[src/rtl/mem_port_arbiter.sv]
// Single-outstanding arbiter sharing one memory port between instruction fetch and load/store.
// Define RR_ARB_EN for round-robin tie-breaking; otherwise data always wins a tie.
module mem_port_arbiter #(
  parameter int ADDR_W  = 32,
  parameter int DATA_W  = 32,
  parameter int TIMEOUT = 15
) (
  input  logic                clk,
  input  logic                rst,
  input  logic                if_req,
  input  logic [ADDR_W-1:0]   if_addr,
  output logic                if_gnt,
  output logic                if_rvalid,
  output logic [DATA_W-1:0]   if_rdata,
  output logic                if_err,
  input  logic                d_req,
  input  logic                d_we,
  input  logic [DATA_W/8-1:0] d_be,
  input  logic [ADDR_W-1:0]   d_addr,
  input  logic [DATA_W-1:0]   d_wdata,
  output logic                d_gnt,
  output logic                d_rvalid,
  output logic [DATA_W-1:0]   d_rdata,
  output logic                d_err,
  output logic                mem_req,
  output logic                mem_we,
  output logic [DATA_W/8-1:0] mem_be,
  output logic [ADDR_W-1:0]   mem_addr,
  output logic [DATA_W-1:0]   mem_wdata,
  input  logic                mem_rvalid,
  input  logic [DATA_W-1:0]   mem_rdata,
  output logic [1:0]          dbg_state
);

  localparam int BE_W  = DATA_W / 8;
  localparam int CNT_W = $clog2(TIMEOUT + 1);
  localparam logic [CNT_W-1:0] CNT_MAX = CNT_W'(TIMEOUT);

  // Handshake: a requester holds req (and its fields) until its one-cycle gnt;
  // exactly one rvalid pulse per grant follows, carrying rdata/err for that owner.
  typedef enum logic [1:0] {IDLE, ISSUE, WAIT, RESP} state_t;

  state_t            state;
  state_t            state_next;
  logic              owner_d;
  logic [CNT_W-1:0]  cnt;
  logic              pick_d;
  logic              grant;
  logic              timeout_hit;
  logic              go_resp;
  logic [DATA_W-1:0] resp_data;

`ifdef RR_ARB_EN
  logic rr_d;

  assign pick_d = d_req & (~if_req | rr_d);

  // Favour whichever requester was not granted last.
  always_ff @(posedge clk) begin
    if (rst) begin
      rr_d <= 1'b1;
    end else if (grant) begin
      rr_d <= ~pick_d;
    end
  end
`else
  assign pick_d = d_req;
`endif

  assign grant       = (state == IDLE) && (if_req || d_req);
  assign timeout_hit = (state == WAIT) && !mem_rvalid && (cnt == CNT_MAX);
  assign go_resp     = ((state == ISSUE) || (state == WAIT)) && (state_next == RESP);
  assign resp_data   = timeout_hit ? '0 : mem_rdata;
  assign dbg_state   = state;

  always_ff @(posedge clk) begin
    if (rst) begin
      state <= IDLE;
    end else begin
      state <= state_next;
    end
  end

  always_comb begin
    state_next = state;
    case (state)
      IDLE:  if (if_req || d_req) state_next = ISSUE;
      ISSUE: state_next = mem_rvalid ? RESP : WAIT;
      WAIT:  if (mem_rvalid || cnt == CNT_MAX) state_next = RESP;
      RESP:  state_next = IDLE;
      default: state_next = IDLE;
    endcase
  end

  always_ff @(posedge clk) begin
    if (rst) begin
      owner_d   <= 1'b0;
      cnt       <= '0;
      if_gnt    <= 1'b0;
      d_gnt     <= 1'b0;
      mem_req   <= 1'b0;
      mem_we    <= 1'b0;
      mem_be    <= '0;
      mem_addr  <= '0;
      mem_wdata <= '0;
      if_rvalid <= 1'b0;
      if_rdata  <= '0;
      if_err    <= 1'b0;
      d_rvalid  <= 1'b0;
      d_rdata   <= '0;
      d_err     <= 1'b0;
    end else begin
      if_gnt  <= grant & ~pick_d;
      d_gnt   <= grant & pick_d;
      mem_req <= grant;

      if (grant) begin
        owner_d   <= pick_d;
        mem_we    <= pick_d & d_we;
        mem_be    <= pick_d ? d_be : BE_W'(0);
        mem_addr  <= pick_d ? d_addr : if_addr;
        mem_wdata <= pick_d ? d_wdata : '0;
        cnt       <= '0;
      end else if (((state == ISSUE) || (state == WAIT)) && (cnt != CNT_MAX)) begin
        cnt <= cnt + CNT_W'(1);
      end

      // Response fields are zero outside the owner's rvalid cycle.
      if_rvalid <= go_resp & ~owner_d;
      d_rvalid  <= go_resp & owner_d;
      if_rdata  <= (go_resp & ~owner_d) ? resp_data : '0;
      d_rdata   <= (go_resp & owner_d) ? resp_data : '0;
      if_err    <= go_resp & ~owner_d & timeout_hit;
      d_err     <= go_resp & owner_d & timeout_hit;
    end
  end

endmodule

[config.mk]
export PLATFORM = sky130hd
export DESIGN_NAME = mem_port_arbiter
export DESIGN_NICKNAME = d
export VERILOG_FILES = /design/src/rtl/mem_port_arbiter.sv
export SDC_FILE = /design/constraint.sdc
export NUM_CORES = 1
export LEC_CHECK = 0
export CAP_MARGIN = 20
export CORE_UTILIZATION = 40
export CTS_CLUSTER_SIZE = 25
export DETAILED_ROUTE_END_ITERATION = 10
export PLACE_DENSITY_LB_ADDON = 0.12
export SYNTH_ARGS = -nofsm -noshare
export SYNTH_HDL_FRONTEND = slang
export SYNTH_SLANG_ARGS = --single-unit
export TNS_END_PERCENT = 1
[constraint.sdc]
create_clock -name clk -period 3.1 [get_ports clk]
set_input_delay 0.62 -clock clk [delete_from_list [all_inputs] [get_ports clk]]
set_output_delay 0.62 -clock clk [all_outputs]
set_load 0.005 [all_outputs]
==> results of run 1 <==
cells in the mapped netlist, drive strengths merged:
master	n
and4	1
o22ai	2
and3	1
o21ai	34
nor4	65
ha	5
and3b	1
and2b	1
or4b	1
nor3	4
a21oi	4
a21o	1
a22o	37
a22oi	31
nand2b	33
nor2	3
inv	37
nand3b	1
nor4bb	1
o211a	1
or3	1
nand4	2
nand2	36
nor2b	1
nor3b	3
buf	23
clkbuf	25
a211oi	2
dfxtp	147
state kept, by name (all words and copies together), names as in the netlist:
register	count
mem_req	1
owner_d	1
d_rdata	32
mem_addr	32
mem_be	4
dbg_state	2
mem_wdata	32
d_err	1
d_gnt	1
if_gnt	1
if_rvalid	1
d_rvalid	1
if_rdata	32
mem_we	1
if_err	1
cnt	4
worst register-to-register path: stages (launching register included):
cell and delay (ps):
dfxtp_1 350, inv_1 120, ha_1 280, and3b_2 620
buf_4 480, a22o_1 220
final cells by class:
class / count / area, um^2
clock buffer: 22 / 454
clock inverter: 10 / 133
fill: 918 / 3690
inverter: 37 / 139
multi-input combinational: 272 / 1800
sequential: 147 / 2940
tap: 168 / 210
timing repair buffer: 287 / 2890
layout by cell type (no fill, tap or decap), drive strengths merged, types with 2 or more instances in the layout:
| cell type | netlist | final |
|---|---|---|
| clkinvlp | 0 | 3 |
| a21oi | 4 | 4 |
| a22o | 37 | 37 |
| nor2 | 3 | 3 |
| a22oi | 31 | 31 |
| o22ai | 2 | 2 |
| nand2 | 36 | 36 |
| buf | 23 | 8 |
| nor3b | 3 | 3 |
| clkdlybuf4s50 | 0 | 279 |
| bufinv | 0 | 3 |
| ha | 5 | 5 |
| inv | 37 | 37 |
| dfxtp | 147 | 147 |
| clkbuf | 25 | 22 |
| nand4 | 2 | 2 |
| o21ai | 34 | 34 |
| a211oi | 2 | 2 |
| clkinv | 0 | 4 |
| nand2b | 33 | 33 |
| nor4 | 65 | 65 |
| nor3 | 4 | 4 |
per-stage QoR:
| step | area, um^2 | instances | utilization [%] | hold slack [ps] |
|---|---|---|---|---|
| detailed placement | 7980 | 911 | 65.1 | 458 |
| floorplan | 5120 | 504 | - | 462 |
| CTS | 8570 | 943 | 69.9 | 471 |
| global placement | 7980 | 911 | 65.1 | 458 |
| finish | 8570 | 943 | 69.9 | 466 |
| global route | 8570 | 943 | 69.9 | 489 |
path summary, 6_finish.rpt:
kind                    to  slack, ps  depth (start not counted)
max          mem_wdata[27]        880                          4
min            mem_addr[2]        470                          2
max reg2reg  mem_wdata[27]        970                          5
min reg2reg    mem_addr[2]        470                          2
layer usage:
layer  GRT usage, %  part of all wire (%)  up-vias
met2           41.3                    51      176
met3           10.5                   9.5       27
met4           10.2                   2.4        0
met1           22.9                    37     2168
met5              0                     0        -
li1               -                     -     2318
logic make-up (layout without fill, tap and decap cells):
| logic type | Yosys count | count (layout) |
|---|---|---|
| AND/OR/NAND/NOR | 155 | 155 |
| adder cells (fa/ha/maj) | 5 | 5 |
| AO/OA/AOI/OAI | 112 | 112 |
| flip-flops | 147 | 147 |
| buffers and inverters | 85 | 356 |
report_power, final:
part / switching, mW / internal, mW / total [mW]
sequential: 0.216 / 2.23 / 2.45
combinational: 0.946 / 1.08 / 2.02
clock: 0.748 / 1.28 / 2.03
==> flow_summary.toml, run 1 <==
[clock_network]
h-tree-depth = 4
cts.reportedPaths.clkPinSlew_ps = 50
cts_root_buf = "clkbuf_16"
postCtsResizedCells = 0
clockBufferDepth = 2
cts_made_buffers = 17
cts_setup_buffers = 0
cts_tree = "done"
cts_num_sinks = 147
cts_hold_buf = 0
clk-insertion-delay-late_ps = 420

[global_routing]
grt_pass1_vias = 4522
overflow = 0
antenna_found_initial = 0
grt_pass1_wl_um = 23100
grt_start_max_net_pins = 70
gr-usage-all-layers_pct = 23.1

[placement]
pre_cts_ws_ps = 448
place_congestion = 0.740
dp.final_hpwl_um = 11200
numPortBuffers = 279

[job]
cap_violations = 0

[drt]
route.antenna.remaining_nets = 0
wire_per_inst_um = 16.5
viasPerCell = 4.97
drcViolationCount = 0
totalWireLength_um = 15500
dr.pass1.iters = 4
drtIter0Drc = 204
vias = 4689

[synthesis]
syn_avg_cell_area_um2 = 10.2
synth.mux.area_fraction_pct = 0
syn_area_mm2 = 0.00512
synthAdderAreaFrac_pct = 1.22
seq_area_frac_synth_pct = 57.5
synthSimpleGateAreaFrac_pct = 17.9
synth_top_cell_area_share_pct = 57.5
synth_fp_nets = 647
yosysWarnings = 0
ys_types = 36
syn_inst = 504
ys_top_cells_by_area = "dfxtp_1, nor4_1, a22o_1"
synth_xor_area_share_pct = 0
ys_ff_latch = 147
synth_compound_area_share_pct = 15.5
synth.largest_area_cell = "dfxtp_1"
synth_top_family_by_area = "simple AND/OR/NAND/NOR gates"

[final_layout]
diodes = 0
nNetsFinal = 905
syn2layout_area_growth_pct = 67.4
drive_gt1_share_pct = 6.06

[timing]
finalMaxSlewViolations = 0
setup_ws_ps = 877
hold_viol_final = 0
clock.fmax_mhz = 450
tns_ps = 0
worst_slew_pin_slew_ps = 1040
rsz0062_at_grt = "false"
min_period_over_period_pct = 71.7
fin_crit_ps = 2220
max_slew_margin_pct = 30.7
setup_viol = 0
fin_worst_skew_ps = 7.05

[floorplan]
coreArea_mm2 = 0.0123
row_count = 40
dieArea_mm2 = 0.0133
die_width_um = 115
ios = 280
die_h_um = 115
initial_core_util_pct = 41.7

[critical_path]
cp_slowest_cell = "clkdlybuf4s50_1"
critPathMaxFanout = 37
slowest_delay_ps = 630
cp.buffers_inverters = 2
path_class = "primary input to flop"
r2r-start = "dbg_state[0]"
path_delay_family = "buffers and inverters"
path_cells = "clkdlybuf4s50_1 -> and3b_2 -> buf_4 -> a22o_1"
setup.worst_path.start_class = "primary input"
required_ps = 3450
crit_start = "d_req"
cp.arrival_ps = 2570
cp-end-kind = "flop"

[worst_hold_path]
hp-start = "mem_addr[2]"
hp-class = "flop to flop"

[outcome]
outcome = "complete, no violations"

[pwr]
peakVddDrop_v = 0.000466
p_per_area_mw_per_mm2 = 759
leakagePower_nw = 3.14
total_power_mw = 6.50
Power figures use the tool's default switching activity.
==> inputs of run 2 (changes only) <==
Settings changed: CORE_UTILIZATION 40 to 39.
Clock period 3.1 ns to 2.3 ns, I/O delays scaled along.
==> run 2 against run 1 <==
Register-to-register slack worse by 470 ps; clock-buffer cell count up 1; hold slack worse by 2.3 ps; sequential power up 33%.
==> flow_summary.toml, run 2 (synthesis gave the netlist of run 1 again) <==
[outcome]
outcome = "complete, no violations"

[global_routing]
grt_pass1_wl_um = 22900
overflow = 0
gr-usage-all-layers_pct = 22.3
grt_pass1_vias = 4567
grt_start_max_net_pins = 68
antenna_found_initial = 0

[timing]
worst_slew_pin_slew_ps = 507
finalMaxSlewViolations = 0
tns_ps = 0
setup_viol = 0
max_slew_margin_pct = 66.1
fin_worst_skew_ps = 12.0
min_period_over_period_pct = 80.6
setup_ws_ps = 446
fin_crit_ps = 1850
rsz0062_at_grt = "false"
clock.fmax_mhz = 539
hold_viol_final = 0
whs_ps = 464

[clock_network]
cts_num_sinks = 147
clockBufferDepth = 2
clk-insertion-delay-late_ps = 420
cts_hold_buf = 0
cts_setup_buffers = 0
cts_tree = "done"
cts.reportedPaths.clkPinSlew_ps = 60
cts_root_buf = "clkbuf_16"
postCtsResizedCells = 0
h-tree-depth = 4
cts_made_buffers = 17

[critical_path]
cp.arrival_ps = 1390
r2r-start = "dbg_state[0]"
path_delay_family = "buffers and inverters"
cp_slowest_cell = "clkdlybuf4s50_1"
cp.buffers_inverters = 1
path_cells = "clkdlybuf4s50_1"
cp-end-kind = "output port"
slowest_delay_ps = 570
reg2reg_depth = 6
critPathMaxFanout = 5
setup.worst_path.start_class = "flop"
required_ps = 1840
crit_end = "dbg_state[0]"
r2r_end = "d_rdata[16]"
cp_num_cells = 1
crit_start = "dbg_state[0]"
path_class = "flop to output port"
rrSetupSlack_ps = 500

[final_layout]
final_cell_count_no_fill = 954
syn2layout_area_growth_pct = 69.7
diodes = 0
final_cell_area_mm2 = 0.00868
final_util_pct = 68.2
fillers = 1015
final_cell_mix = "clkdlybuf4s50_1, dfxtp_1, nor4_1, inv_1, a22o_1"
drive_gt1_share_pct = 7.29
nNetsFinal = 913
final_common_cell = "clkdlybuf4s50_1"

[drt]
vias = 4702
drtIter0Drc = 255
drcViolationCount = 0
route.antenna.remaining_nets = 0
totalWireLength_um = 15300
dr.pass1.iters = 4
viasPerCell = 4.93
wire_per_inst_um = 16.1

[floorplan]
coreArea_mm2 = 0.0127
dieArea_mm2 = 0.0136
die_h_um = 117
die_width_um = 117
initial_core_util_pct = 40.2
ios = 280
row_count = 41

[placement]
place_congestion = 0.773
dp.final_hpwl_um = 11200
place_area_mm2 = 0.00811
pre_cts_ws_ps = 132
placed_cells = 923
numPortBuffers = 279

[pwr]
leakagePower_nw = 3.20
total_power_mw = 8.76
p_per_area_mw_per_mm2 = 1010
peakVddDrop_v = 0.000565

[job]
cap_violations = 0

[worst_hold_path]
hp-class = "flop to flop"
[run 2: routing by layer]
layer / global-route usage, % / wire, um / up-vias
met5: 0 / 0 / -
met3: 9.96 / 1480 / 18
met2: 38.3 / 7690 / 179
li1: - / - / 2332
met4: 7.59 / 210 / 0
met1: 24.5 / 5950 / 2173
[run 2: final cells by class]
cell class / instances / area, um^2 / area share, %
Tap cell: 172 / 215 / 2.48
Multi-Input combinational cell: 272 / 1800 / 20.7
Inverter: 37 / 139 / 1.60
Clock inverter: 8 / 76.3 / 0.879
Clock buffer: 23 / 498 / 5.74
Sequential cell: 147 / 2940 / 33.9
Timing Repair Buffer: 295 / 3010 / 34.7
[run 2: power by group]
group	total [mW]	internal [mW]	switching (mW)
registers	3.25	3.01	0.241
clock network	2.63	1.62	1.01
logic	2.88	1.55	1.33
total	8.76	6.18	2.58
[run 2: worst min path at each step]
stage,endpoint,cells after the start,start
finish,mem_addr[10],2,mem_addr[10]
global route,mem_addr[10],2,mem_addr[10]
CTS,mem_addr[27],2,mem_addr[27]
detailed placement,mem_addr[27],2,mem_addr[27]
global placement,mem_addr[15],2,mem_addr[15]
floorplan,mem_addr[0],2,mem_addr[0]
